==> src/rtl/tape_playback_ctrl.sv <==
// -----------------------------------------------------------------------------
// tape_playback_ctrl
// Shares the cassette-image RAM between the downloader (writes .CAS bytes) and
// the playback engine (reads bytes and serialises them MSB-first). Each bit
// cell is a sync pulse followed by an optional data pulse on tape_bit, which
// the CPU reads through port $FF. Cell timing counts CPU clock enables (ce).
//
// Ports
//   clock, reset      master clock (posedge), asynchronous active-low reset
//   ce                CPU cycle enable, one clock wide
//   dn_go/dn_wr       download session active / byte write strobe
//   dn_addr/dn_data   download byte address / data
//   tape_play         user play request (level)
//   port_wr/port_rd   CPU write/read of $FF, qualified by ce
//   port_d            CPU write data: [2]=motor, [1:0]=output level
//   ram_a/ram_d/ram_we RAM address, write data, write enable
//   ram_q             RAM read data, valid one clock after ram_a
//   tape_bit          cassette input latch ($FF bit 0)
//   tape_lvl/motor    latched output level and motor bit
//   busy/at_end       playback active (FETCH/BIT) / end of image reached
// -----------------------------------------------------------------------------
module tape_playback_ctrl #(
    parameter int AW       = 17,
    parameter int SYNC_LEN = 512,
    parameter int DATA_AT  = 1791,
    parameter int DATA_LEN = 512,
    parameter int CELL     = 3593
) (
    input  logic          clock,
    input  logic          reset,
    input  logic          ce,
    input  logic          dn_go,
    input  logic          dn_wr,
    input  logic [AW-1:0] dn_addr,
    input  logic [7:0]    dn_data,
    input  logic          tape_play,
    input  logic          port_wr,
    input  logic          port_rd,
    input  logic [2:0]    port_d,
    output logic [AW-1:0] ram_a,
    output logic [7:0]    ram_d,
    output logic          ram_we,
    input  logic [7:0]    ram_q,
    output logic          tape_bit,
    output logic [1:0]    tape_lvl,
    output logic          motor,
    output logic          busy,
    output logic          at_end
);

    typedef enum logic [1:0] {
        S_IDLE  = 2'd0,
        S_FETCH = 2'd1,
        S_BIT   = 2'd2,
        S_DONE  = 2'd3
    } state_t;

    localparam logic [11:0]   SYNC_END_C  = 12'(SYNC_LEN);
    localparam logic [11:0]   DATA_AT_C   = 12'(DATA_AT);
    localparam logic [11:0]   DATA_END_C  = 12'(DATA_AT + DATA_LEN);
    localparam logic [11:0]   CELL_LAST_C = 12'(CELL - 1);
    localparam logic [AW-1:0] PTR_ONE_C   = AW'(1);

    state_t        state_q, state_d;
    logic [AW-1:0] ptr_q, ptr_d;
    logic [AW-1:0] end_addr_q, end_addr_d;
    logic          loaded_q, loaded_d;
    logic [11:0]   cnt_q, cnt_d;
    logic [2:0]    bitptr_q, bitptr_d;
    logic [7:0]    byte_q, byte_d;
    logic          bitval_q, bitval_d;
    logic          fetch2_q, fetch2_d;
    logic          play_prev_q, play_prev_d;
    logic          tape_bit_q, tape_bit_d;
    logic [1:0]    tape_lvl_q, tape_lvl_d;
    logic          motor_q, motor_d;
    logic          busy_q, busy_d;
    logic          at_end_q, at_end_d;

    logic          ce_rd_s, ce_wr_s, motor_rise_s, motor_fall_s;
    logic          set_s, clr_s;

    assign ce_rd_s      = port_rd & ce;
    assign ce_wr_s      = port_wr & ce;
    assign motor_rise_s = ce_wr_s & port_d[2] & ~motor_q;
    assign motor_fall_s = ce_wr_s & ~port_d[2] & motor_q;

    // RAM port arbitration: the downloader owns the RAM for the whole session.
    // The write strobe is also gated by reset so no write escapes mid-reset.
    assign ram_a  = dn_go ? dn_addr : ptr_q;
    assign ram_d  = dn_data;
    assign ram_we = dn_go & dn_wr & reset;

    assign tape_bit = tape_bit_q;
    assign tape_lvl = tape_lvl_q;
    assign motor    = motor_q;
    assign busy     = busy_q;
    assign at_end   = at_end_q;

    // Next-state logic: sequencer, bit-cell timing, latch and CPU port handling.
    always_comb begin
        state_d     = state_q;
        ptr_d       = ptr_q;
        end_addr_d  = end_addr_q;
        loaded_d    = loaded_q;
        cnt_d       = cnt_q;
        bitptr_d    = bitptr_q;
        byte_d      = byte_q;
        bitval_d    = bitval_q;
        fetch2_d    = fetch2_q;
        play_prev_d = tape_play;
        tape_bit_d  = tape_bit_q;
        tape_lvl_d  = tape_lvl_q;
        motor_d     = motor_q;
        set_s       = 1'b0;
        clr_s       = 1'b0;

        case (state_q)
            S_IDLE: begin
                if ((tape_play || (ce_rd_s && motor_q)) && loaded_q) begin
                    state_d = S_FETCH;
                end else begin
                    state_d = S_IDLE;
                end
            end
            S_FETCH: begin
                // First clock presents ptr; ram_q is valid on the second.
                if (fetch2_q) begin
                    byte_d   = ram_q;
                    bitptr_d = 3'd7;
                    cnt_d    = 12'd0;
                    state_d  = S_BIT;
                end else begin
                    fetch2_d = 1'b1;
                end
            end
            S_BIT: begin
                if (ce) begin
                    if (cnt_q < SYNC_END_C) begin
                        set_s = 1'b1;
                    end else if ((cnt_q > DATA_AT_C) && (cnt_q < DATA_END_C) && bitval_q) begin
                        set_s = 1'b1;
                    end else begin
                        set_s = 1'b0;
                    end
                    // Trailing edges of the sync and data windows drop the latch.
                    if ((cnt_q == SYNC_END_C) || (cnt_q == DATA_END_C)) begin
                        clr_s = 1'b1;
                    end else begin
                        clr_s = 1'b0;
                    end
                    if (cnt_q == DATA_AT_C) begin
                        bitval_d = byte_q[bitptr_q];
                    end else begin
                        bitval_d = bitval_q;
                    end
                    if (cnt_q == CELL_LAST_C) begin
                        cnt_d = 12'd0;
                        if (bitptr_q == 3'd0) begin
                            ptr_d   = ptr_q + PTR_ONE_C;
                            state_d = (ptr_q == end_addr_q) ? S_DONE : S_FETCH;
                        end else begin
                            bitptr_d = bitptr_q - 3'd1;
                        end
                    end else begin
                        cnt_d = cnt_q + 12'd1;
                    end
                end else begin
                    cnt_d = cnt_q;
                end
            end
            S_DONE: begin
                if (play_prev_q && !tape_play) begin
                    state_d = S_IDLE;
                    ptr_d   = {AW{1'b0}};
                end else begin
                    state_d = S_DONE;
                end
            end
            default: begin
                state_d = S_IDLE;
            end
        endcase

        if (ce_wr_s) begin
            motor_d    = port_d[2];
            tape_lvl_d = port_d[1:0];
        end else begin
            motor_d    = motor_q;
            tape_lvl_d = tape_lvl_q;
        end

        // Motor start rewinds to the image start; motor stop keeps the
        // position so a later start re-fetches the current byte from bit 7.
        if (motor_rise_s) begin
            state_d  = S_IDLE;
            ptr_d    = {AW{1'b0}};
            bitptr_d = 3'd7;
        end else if (motor_fall_s) begin
            state_d = S_IDLE;
            if (state_q == S_DONE) begin
                ptr_d = {AW{1'b0}};
            end else begin
                ptr_d = ptr_d;
            end
        end else begin
            state_d = state_d;
        end

        // A CPU access clears the latch, but a set in the same ce wins.
        if (set_s) begin
            tape_bit_d = 1'b1;
        end else if (clr_s || ce_rd_s || ce_wr_s) begin
            tape_bit_d = 1'b0;
        end else begin
            tape_bit_d = tape_bit_q;
        end

        // A download session overrides everything on the playback side.
        if (dn_go) begin
            state_d    = S_IDLE;
            ptr_d      = {AW{1'b0}};
            tape_bit_d = 1'b0;
            if (dn_wr) begin
                end_addr_d = dn_addr;
                loaded_d   = 1'b1;
            end else begin
                end_addr_d = end_addr_q;
            end
        end else begin
            loaded_d = loaded_q;
        end

        if (state_d != S_FETCH) begin
            fetch2_d = 1'b0;
        end else begin
            fetch2_d = fetch2_d;
        end

        busy_d   = (state_d == S_FETCH) || (state_d == S_BIT);
        at_end_d = (state_d == S_DONE);
    end

    // State and output registers with asynchronous active-low reset.
    always_ff @(posedge clock or negedge reset) begin
        if (!reset) begin
            state_q     <= S_IDLE;
            ptr_q       <= {AW{1'b0}};
            end_addr_q  <= {AW{1'b0}};
            loaded_q    <= 1'b0;
            cnt_q       <= 12'd0;
            bitptr_q    <= 3'd7;
            byte_q      <= 8'd0;
            bitval_q    <= 1'b0;
            fetch2_q    <= 1'b0;
            play_prev_q <= 1'b0;
            tape_bit_q  <= 1'b0;
            tape_lvl_q  <= 2'd0;
            motor_q     <= 1'b0;
            busy_q      <= 1'b0;
            at_end_q    <= 1'b0;
        end else begin
            state_q     <= state_d;
            ptr_q       <= ptr_d;
            end_addr_q  <= end_addr_d;
            loaded_q    <= loaded_d;
            cnt_q       <= cnt_d;
            bitptr_q    <= bitptr_d;
            byte_q      <= byte_d;
            bitval_q    <= bitval_d;
            fetch2_q    <= fetch2_d;
            play_prev_q <= play_prev_d;
            tape_bit_q  <= tape_bit_d;
            tape_lvl_q  <= tape_lvl_d;
            motor_q     <= motor_d;
            busy_q      <= busy_d;
            at_end_q    <= at_end_d;
        end
    end

endmodule

==> config.mk <==
export PLATFORM = sky130hd
export DESIGN_NAME = tape_playback_ctrl
export DESIGN_NICKNAME = d
export VERILOG_FILES = /design/src/rtl/tape_playback_ctrl.sv
export SDC_FILE = /design/constraint.sdc
export NUM_CORES = 1
export LEC_CHECK = 0
export BUFFER_PORTS_ARGS = -buffer_cell sky130_fd_sc_hd__buf_4
export CAP_MARGIN = 20
export CORE_ASPECT_RATIO = 0.75
export CORE_MARGIN = 2
export CORE_UTILIZATION = 56
export CTS_CLUSTER_SIZE = 28
export DETAILED_ROUTE_END_ITERATION = 8
export GPL_TIMING_DRIVEN = 0
export PLACE_DENSITY = 0.81
export SYNTH_ARGS = -nofsm -noshare
export SYNTH_HDL_FRONTEND = slang
export SYNTH_SLANG_ARGS = --single-unit
==> constraint.sdc <==
create_clock -name clock -period 2.9 [get_ports clock]
set_input_delay 0.435 -clock clock [delete_from_list [all_inputs] [get_ports clock]]
set_output_delay 0.435 -clock clock [all_outputs]
set_load 0.1 [all_outputs]
==> parameters.txt, run 1 <==
Parameter                              Value

Route
  Length of routed wiring on met1    4590 µm
  Average via count per standard cell    6.07
  Remaining number of nets flagged by the antenna check after routing    0
  Initial detailed-routing violation count    265
  # DRC    0
  Routed WL    10300 µm
  Routed length per placed instance    17.2 µm
  Met3 wire length    740 µm
  Vias    3651
  Detailed-router iteration count before antenna repair    5
  Met2 routed wirelength    4900 µm
  Uppermost routed layer    met4

Global routing
  GRT Total Usage    0.276
  Number of antenna violations at the first check in global routing    0
  First-pass GRT wire length    17000 µm
  Global route total overflow    0
  Via count of the first global-routing pass    3567
  Maximum number of pins on one net before global-route repair    71

Pwr
  Power density relative to cell area    529 mW/mm²
  P_leak    2.20 nW
  Peak ir drop on the vdd network    0.000309 V
  Design Power    0.00255 W

Synth
  Nets in the synthesized netlist    470
  Post-synth EDFFs    0
  Synth Area in Simple Gates    0.215
  Mapped Area    0.00402 mm²
  Mean Syn Cell Area    9.60 µm²
  Complex-gate fraction of the synthesized area    0.125
  Register bit total from synthesis    69
  Fraction of synthesis flops using an asynchronous set or reset pin    1.00
  Multiplexer fraction of the synthesized cell area    0.106
  Synthesized instance count    419
  Fraction of the yosys area taken by sequential cells    0.430
  Combinational family with the most area after synthesis    simple AND/OR/NAND/NOR gates
  Yosys Warn Count    0
  Synth Flop Type    sky130_fd_sc_hd__dfrtp_1
  Library cells used by synthesis    60
  Xor/xnor cell area share of the yosys netlist    0.0544
  Post-Synth Adder-Cell Area    0.0218

STA
  Final Hold Fails    0
  Shortest clock period the worst path allows after layout    2.60 ns
  Setup TNS    0 ns
  Worst-case setup margin in the final layout    0.299 ns
  Number of pins exceeding their max-slew limit in the final report    0
  Max frequency    385 MHz
  Final worst path period share    0.897
  Worst-Margin Slew    0.895 ns
  RSZ-0062 raised after global routing    no
  Relative slew slack    0.403
  Worst Clk Skew    0.0106 ns
  Final setup violation count    0

Critical path
  Critical path data arrival time    2.89 ns
  Critical-path maximum fanout    8
  Classification of the worst setup path    flip-flop to flip-flop
  Flop-to-flop setup slack    0.30 ns
  Critical path launch point type    flip-flop
  Length in cells of the worst reg-to-reg path    8
  Worst Setup End Kind    flip-flop
  Data required time at the worst endpoint    3.19 ns
  Terminus of the critical flop-to-flop path    busy
  Start of the worst register-to-register path    cnt_q[0]

Clock tree
  Root buffer cell    sky130_fd_sc_hd__clkbuf_8
  TritonCTS clock tree    built
  Latest clock arrival within the worst-skew pair    0.35 ns
  Cells resized by post-CTS repair    0
  Number of sinks handled by clock tree synthesis    69
  Number of H-tree branching levels    3
  CTS Hold Buffers Added    0
  Number of setup buffers added after CTS    0
  Number of clock buffers inserted by TritonCTS    9
  Max clock buf depth    2
  CTS clock-pin slew for the worst setup and hold paths    0.08 ns

Floorplanning
  Core area    0.00690 mm²
  X dimension of the die    102 µm
  Die footprint    0.00788 mm²
  Starting density of the core    0.583
  Top-Level Pins    76
  Row count    26
  Floorplan die height    77.4 µm

Place
  Global placement routability congestion    0.878
  Placed wire-length estimate after detailed placement    7480 µm
  Post-Place Setup Slack    0.0174 ns
  Port-buffer cells    66

Finish
  Fillcell total    551
  Area used by sequential logic in the layout    0.00173 mm²
  Post-layout util    0.699
  Number of antenna diodes    0
  Fraction of final layout cells sized beyond drive strength 1    0.272
  Area of the multi-input gates    0.00210 mm²
  Post-layout nets    549
  Area delta synth->final    19.8%

Job
  Max-cap violations    0

Hold path
  Worst min path class    primary input to asynchronous set/reset pin

Outcome
  Run status    finished clean
## worst max-delay path, cell delays in order (launching register included)
cell and delay [ns]:
sky130_fd_sc_hd__dfrtp_1 0.42, sky130_fd_sc_hd__inv_1 0.11, sky130_fd_sc_hd__ha_1 0.14, sky130_fd_sc_hd__or4bb_1 0.38
sky130_fd_sc_hd__clkbuf_1 0.23, sky130_fd_sc_hd__or4_4 0.51, sky130_fd_sc_hd__o311ai_0 0.40, sky130_fd_sc_hd__ha_1 0.30
sky130_fd_sc_hd__inv_1 0.05
## state kept, by name (all words and copies together), names as in the netlist
| name | count |
|---|---|
| play_prev_q | 1 |
| fetch2_q | 1 |
| state_q | 2 |
| at_end | 1 |
| busy | 1 |
| cnt_q | 12 |
| tape_lvl | 2 |
| byte_q | 8 |
| end_addr_q | 17 |
| motor | 1 |
| bitval_q | 1 |
| bitptr_q | 3 |
| tape_bit | 1 |
| ptr_q | 17 |
| loaded_q | 1 |
## placed cells by master, fill, tap and decap left out, types with 9 or more instances in the layout
| cell type | instances |
|---|---|
| sky130_fd_sc_hd__nand3_1 | 20 |
| sky130_fd_sc_hd__nor2_1 | 17 |
| sky130_fd_sc_hd__xor2_1 | 22 |
| sky130_fd_sc_hd__nor3_1 | 12 |
| sky130_fd_sc_hd__clkbuf_1 | 19 |
| sky130_fd_sc_hd__inv_1 | 12 |
| sky130_fd_sc_hd__nand2_1 | 53 |
| sky130_fd_sc_hd__a21oi_1 | 16 |
| sky130_fd_sc_hd__buf_4 | 74 |
| sky130_fd_sc_hd__dfrtp_1 | 66 |
| sky130_fd_sc_hd__clkbuf_8 | 9 |
| sky130_fd_sc_hd__mux2_2 | 33 |
| sky130_fd_sc_hd__o21ai_0 | 25 |
| sky130_fd_sc_hd__nand4_1 | 12 |
## routing by layer
layer / vias to the layer above / GRT usage
met5: - / 0
met4: 0 / 0.0640
met3: 10 / 0.0694
met2: 153 / 0.435
met1: 1811 / 0.385
li1: 1677 / -
## where the power goes
| part | switching, W | leakage (nW) | internal (W) |
|---|---|---|---|
| clock network | 0.000384 | 0.0860 | 0.000309 |
| logic | 0.000438 | 1.23 | 0.000237 |
| registers | 0.0000947 | 0.879 | 0.00109 |
## cell families after synthesis
| logic type | count (synthesis) |
|---|---|
| AOI/OAI and AO/OA | 79 |
| xor gates and xnor gates | 25 |
| and+or+nand+nor | 162 |
| buffers and inverters | 41 |
| muxes | 36 |
| adders and majority gates | 7 |
| DFF | 69 |
## how the worst max path moves through the flow
stage                     startpoint         to  slack [ns]  cells after the start
after CTS                 state_q[1]   ptr_q[9]        0.23                      7
after floorplan                dn_go  ram_a[10]       -0.48                      3
after detailed placement          ce   ptr_q[9]        0.02                      8
after global routing        cnt_q[1]  ptr_q[13]        0.14                      8
final                       cnt_q[0]       busy        0.30                      8
after global placement            ce   ptr_q[3]        0.18                      8
## cell type report
class / instances / area share
clock buffer: 10 / 0.0265
buffer: 29 / 0.0306
multi-input combinational: 309 / 0.436
sequential: 69 / 0.359
clock inverter: 6 / 0.00831
timing repair buffer: 68 / 0.105
inverter: 12 / 0.00934
tap: 98 / 0.0254
## synthesized netlist by cell type, types with 8 or more instances
library cell	n	area [µm²]
sky130_fd_sc_hd__a21oi_1	16	80.1
sky130_fd_sc_hd__buf_4	8	60.1
sky130_fd_sc_hd__clkbuf_1	18	67.6
sky130_fd_sc_hd__dfrtp_1	66	1650
sky130_fd_sc_hd__inv_1	12	45.0
sky130_fd_sc_hd__mux2_2	33	372
sky130_fd_sc_hd__nand2_1	53	199
sky130_fd_sc_hd__nand3_1	20	100
sky130_fd_sc_hd__nand4_1	12	75.1
sky130_fd_sc_hd__nor2_1	17	63.8
sky130_fd_sc_hd__nor3_1	12	60.1
sky130_fd_sc_hd__o21ai_0	25	125
sky130_fd_sc_hd__xor2_1	22	193
## per-stage QoR
stage / cells / area (µm²) / hold slack [ns]
after floorplan: 419 / 4020 / 0.139
after global placement: 583 / 4640 / 0.456
after detailed placement: 583 / 4640 / 0.462
after CTS: 599 / 4810 / 0.210
after global routing: 601 / 4820 / 0.201
final: 601 / 4820 / 0.194
No activity file was read; power rests on OpenSTA's default activity.
==> run 2, diff against run 1 <==
--- a/config.mk
+++ b/config.mk
@@ -10,10 +10,10 @@
 export CORE_ASPECT_RATIO = 0.75
 export CORE_MARGIN = 2
 export CORE_UTILIZATION = 56
-export CTS_CLUSTER_SIZE = 28
 export DETAILED_ROUTE_END_ITERATION = 8
 export GPL_TIMING_DRIVEN = 0
 export PLACE_DENSITY = 0.81
+export RECOVER_POWER = 25
 export SYNTH_ARGS = -nofsm -noshare
 export SYNTH_HDL_FRONTEND = slang
 export SYNTH_SLANG_ARGS = --single-unit
==> parameters.txt, run 2 (synthesized netlist as in run 1, its figures left out) <==
Parameter                              Value

Finish
  Fraction of final layout cells sized beyond drive strength 1    0.270 (-0.00199)
  Most frequent cells in the layout    sky130_fd_sc_hd__buf_4 (73), sky130_fd_sc_hd__dfrtp_1 (66), sky130_fd_sc_hd__nand2_1 (53)
  Area delta synth->final    19.8% (about the same)
  Post-route non-filler standard cell count    601 (unchanged)
  Most common cell after layout, fill and taps aside    sky130_fd_sc_hd__buf_4
  Number of antenna diodes    0 (unchanged)
  Largest registers    end_addr_q: 17 flops, ptr_q: 17 flops, cnt_q: 12 flops
  Post-layout nets    549 (unchanged)
  Area of all placed cells without fillers    0.00482 mm² (about the same)

STA
  Worst-case setup margin in the final layout    0.299 ns (+0.0000780 ns)
  Final Hold Fails    0 (unchanged)
  Max frequency    385 MHz (about the same)
  Final worst path period share    0.897 (about the same)
  Shortest clock period the worst path allows after layout    2.60 ns (-0.0000780 ns)
  Final setup violation count    0 (unchanged)
  Number of pins exceeding their max-slew limit in the final report    0 (unchanged)
  Worst-Margin Slew    0.895 ns (+0.000189 ns)
  Worst hold slack    0.194 ns (+0.000291 ns)
  Worst Clk Skew    0.0106 ns (+0.00000660 ns)
  RSZ-0062 raised after global routing    no
  Relative slew slack    0.403 (about the same)

Clock tree
  Number of setup buffers added after CTS    0 (unchanged)
  CTS Hold Buffers Added    0 (unchanged)
  Latest clock arrival within the worst-skew pair    0.35 ns (about the same)
  Number of H-tree branching levels    3 (unchanged)
  CTS clock-pin slew for the worst setup and hold paths    0.08 ns (about the same)
  Number of sinks handled by clock tree synthesis    69 (unchanged)
  Number of clock buffers inserted by TritonCTS    9 (unchanged)
  Max clock buf depth    2 (unchanged)
  TritonCTS clock tree    built
  Cells resized by post-CTS repair    0 (unchanged)
  Root buffer cell    sky130_fd_sc_hd__clkbuf_8

Hold path
  Worst min path class    primary input to asynchronous set/reset pin

Route
  Routed WL    10300 µm (about the same)
  Detailed-router iteration count before antenna repair    5 (unchanged)
  Remaining number of nets flagged by the antenna check after routing    0 (unchanged)
  # DRC    0 (unchanged)
  Routed length per placed instance    17.2 µm (about the same)
  Average via count per standard cell    6.08 (+0.16%)
  Initial detailed-routing violation count    265 (unchanged)
  Vias    3657 (+0.16%)

Floorplanning
  Starting density of the core    0.583 (unchanged)
  Die footprint    0.00788 mm² (unchanged)
  X dimension of the die    102 µm (unchanged)
  Row count    26 (unchanged)
  Floorplan die height    77.4 µm (unchanged)
  Top-Level Pins    76 (unchanged)
  Core area    0.00690 mm² (unchanged)

Critical path
  Critical path launch point type    flip-flop
  Critical-path maximum fanout    8 (unchanged)
  Classification of the worst setup path    flip-flop to flip-flop
  Critical path data arrival time    2.89 ns (about the same)
  Worst Setup End Kind    flip-flop
  Data required time at the worst endpoint    3.19 ns (about the same)

Place
  Post-Place Setup Slack    0.0174 ns (unchanged)
  Global placement routability congestion    0.878 (unchanged)
  Dpl cell area    0.00464 mm² (unchanged)
  Placed wire-length estimate after detailed placement    7480 µm (unchanged)
  Port-buffer cells    66 (unchanged)
  DP Cell Count    583 (unchanged)

Global routing
  Global route total overflow    0 (unchanged)
  GRT Total Usage    0.276 (unchanged)
  First-pass GRT wire length    17000 µm (unchanged)
  Maximum number of pins on one net before global-route repair    71 (unchanged)
  Number of antenna violations at the first check in global routing    0 (unchanged)
  Via count of the first global-routing pass    3567 (unchanged)

Pwr
  Power density relative to cell area    530 mW/mm² (about the same)
  Peak ir drop on the vdd network    0.000309 V (about the same)
  P_leak    2.20 nW (-0.16%)

Job
  Max-cap violations    0 (unchanged)

Outcome
  Run status    finished clean
[run 2: changes by cell type in the layout (fill, tap and decap cells not counted)]
| cell | delta |
|---|---|
| sky130_fd_sc_hd__buf_4 | -1 |
| sky130_fd_sc_hd__clkbuf_1 | +1 |
[run 2: where the power goes]
group	switching (W)	leakage, nW	internal, W	total, W
clock	0.000384	0.0860	0.000309	0.000692
combinational	0.000438	1.23	0.000236	0.000675
sequential	0.0000946	0.879	0.00109	0.00118
total	0.000917	2.20	0.00163	0.00255
[run 2: worst max-delay path: stages, from the launching register on]
cell                       delay, ns
sky130_fd_sc_hd__dfrtp_1        0.42
sky130_fd_sc_hd__inv_1          0.11
sky130_fd_sc_hd__ha_1           0.14
sky130_fd_sc_hd__or4bb_1        0.38
sky130_fd_sc_hd__clkbuf_1       0.23
sky130_fd_sc_hd__or4_4          0.51
sky130_fd_sc_hd__o311ai_0       0.40
sky130_fd_sc_hd__ha_1           0.30
sky130_fd_sc_hd__inv_1          0.05
[run 2: final cells by class]
| class | count | area (µm²) |
|---|---|---|
| clock inverter | 6 | 40.0 |
| sequential | 69 | 1730 |
| clock buffer | 10 | 128 |
| tap | 98 | 123 |
| inverter | 12 | 45.0 |
| multi-input combinational | 309 | 2100 |
| fill | 553 | 2080 |
| buffer | 29 | 148 |
| timing repair buffer | 68 | 504 |
[run 2: final timing paths]
check,from,endpoint,slack (ns),cells past startpoint
max reg2reg,cnt_q[0],busy,0.30,8
max in group asynchronous,reset,ptr_q[16],2.10,1
min,reset,tape_lvl[0],0.19,1
min reg2reg,byte_q[5],byte_q[5],0.48,2
max,cnt_q[0],busy,0.30,8
min in group clock,tape_play,play_prev_q,0.27,1
[run 2: stage by stage]
step / power (W) / TNS, ns / util
2_1_floorplan: 0.00168 / -1.92 / -
3_3_place_gp: 0.00185 / 0 / 0.673
3_5_place_dp: 0.00187 / 0 / 0.673
4_1_cts: 0.00255 / 0 / 0.697
5_1_grt: 0.00267 / 0 / 0.698
6_report: 0.00255 / 0 / 0.698
[run 2: metal layers]
metal | vias to the layer above | part of all wire | wire length, µm | GRT usage
met2 | 158 | 0.47 | 4890 | 0.435
met4 | 0 | 0.0091 | 94 | 0.0640
li1 | 1677 | - | - | -
met1 | 1812 | 0.45 | 4600 | 0.385
met5 | - | 0 | 0 | 0
met3 | 10 | 0.072 | 740 | 0.0694
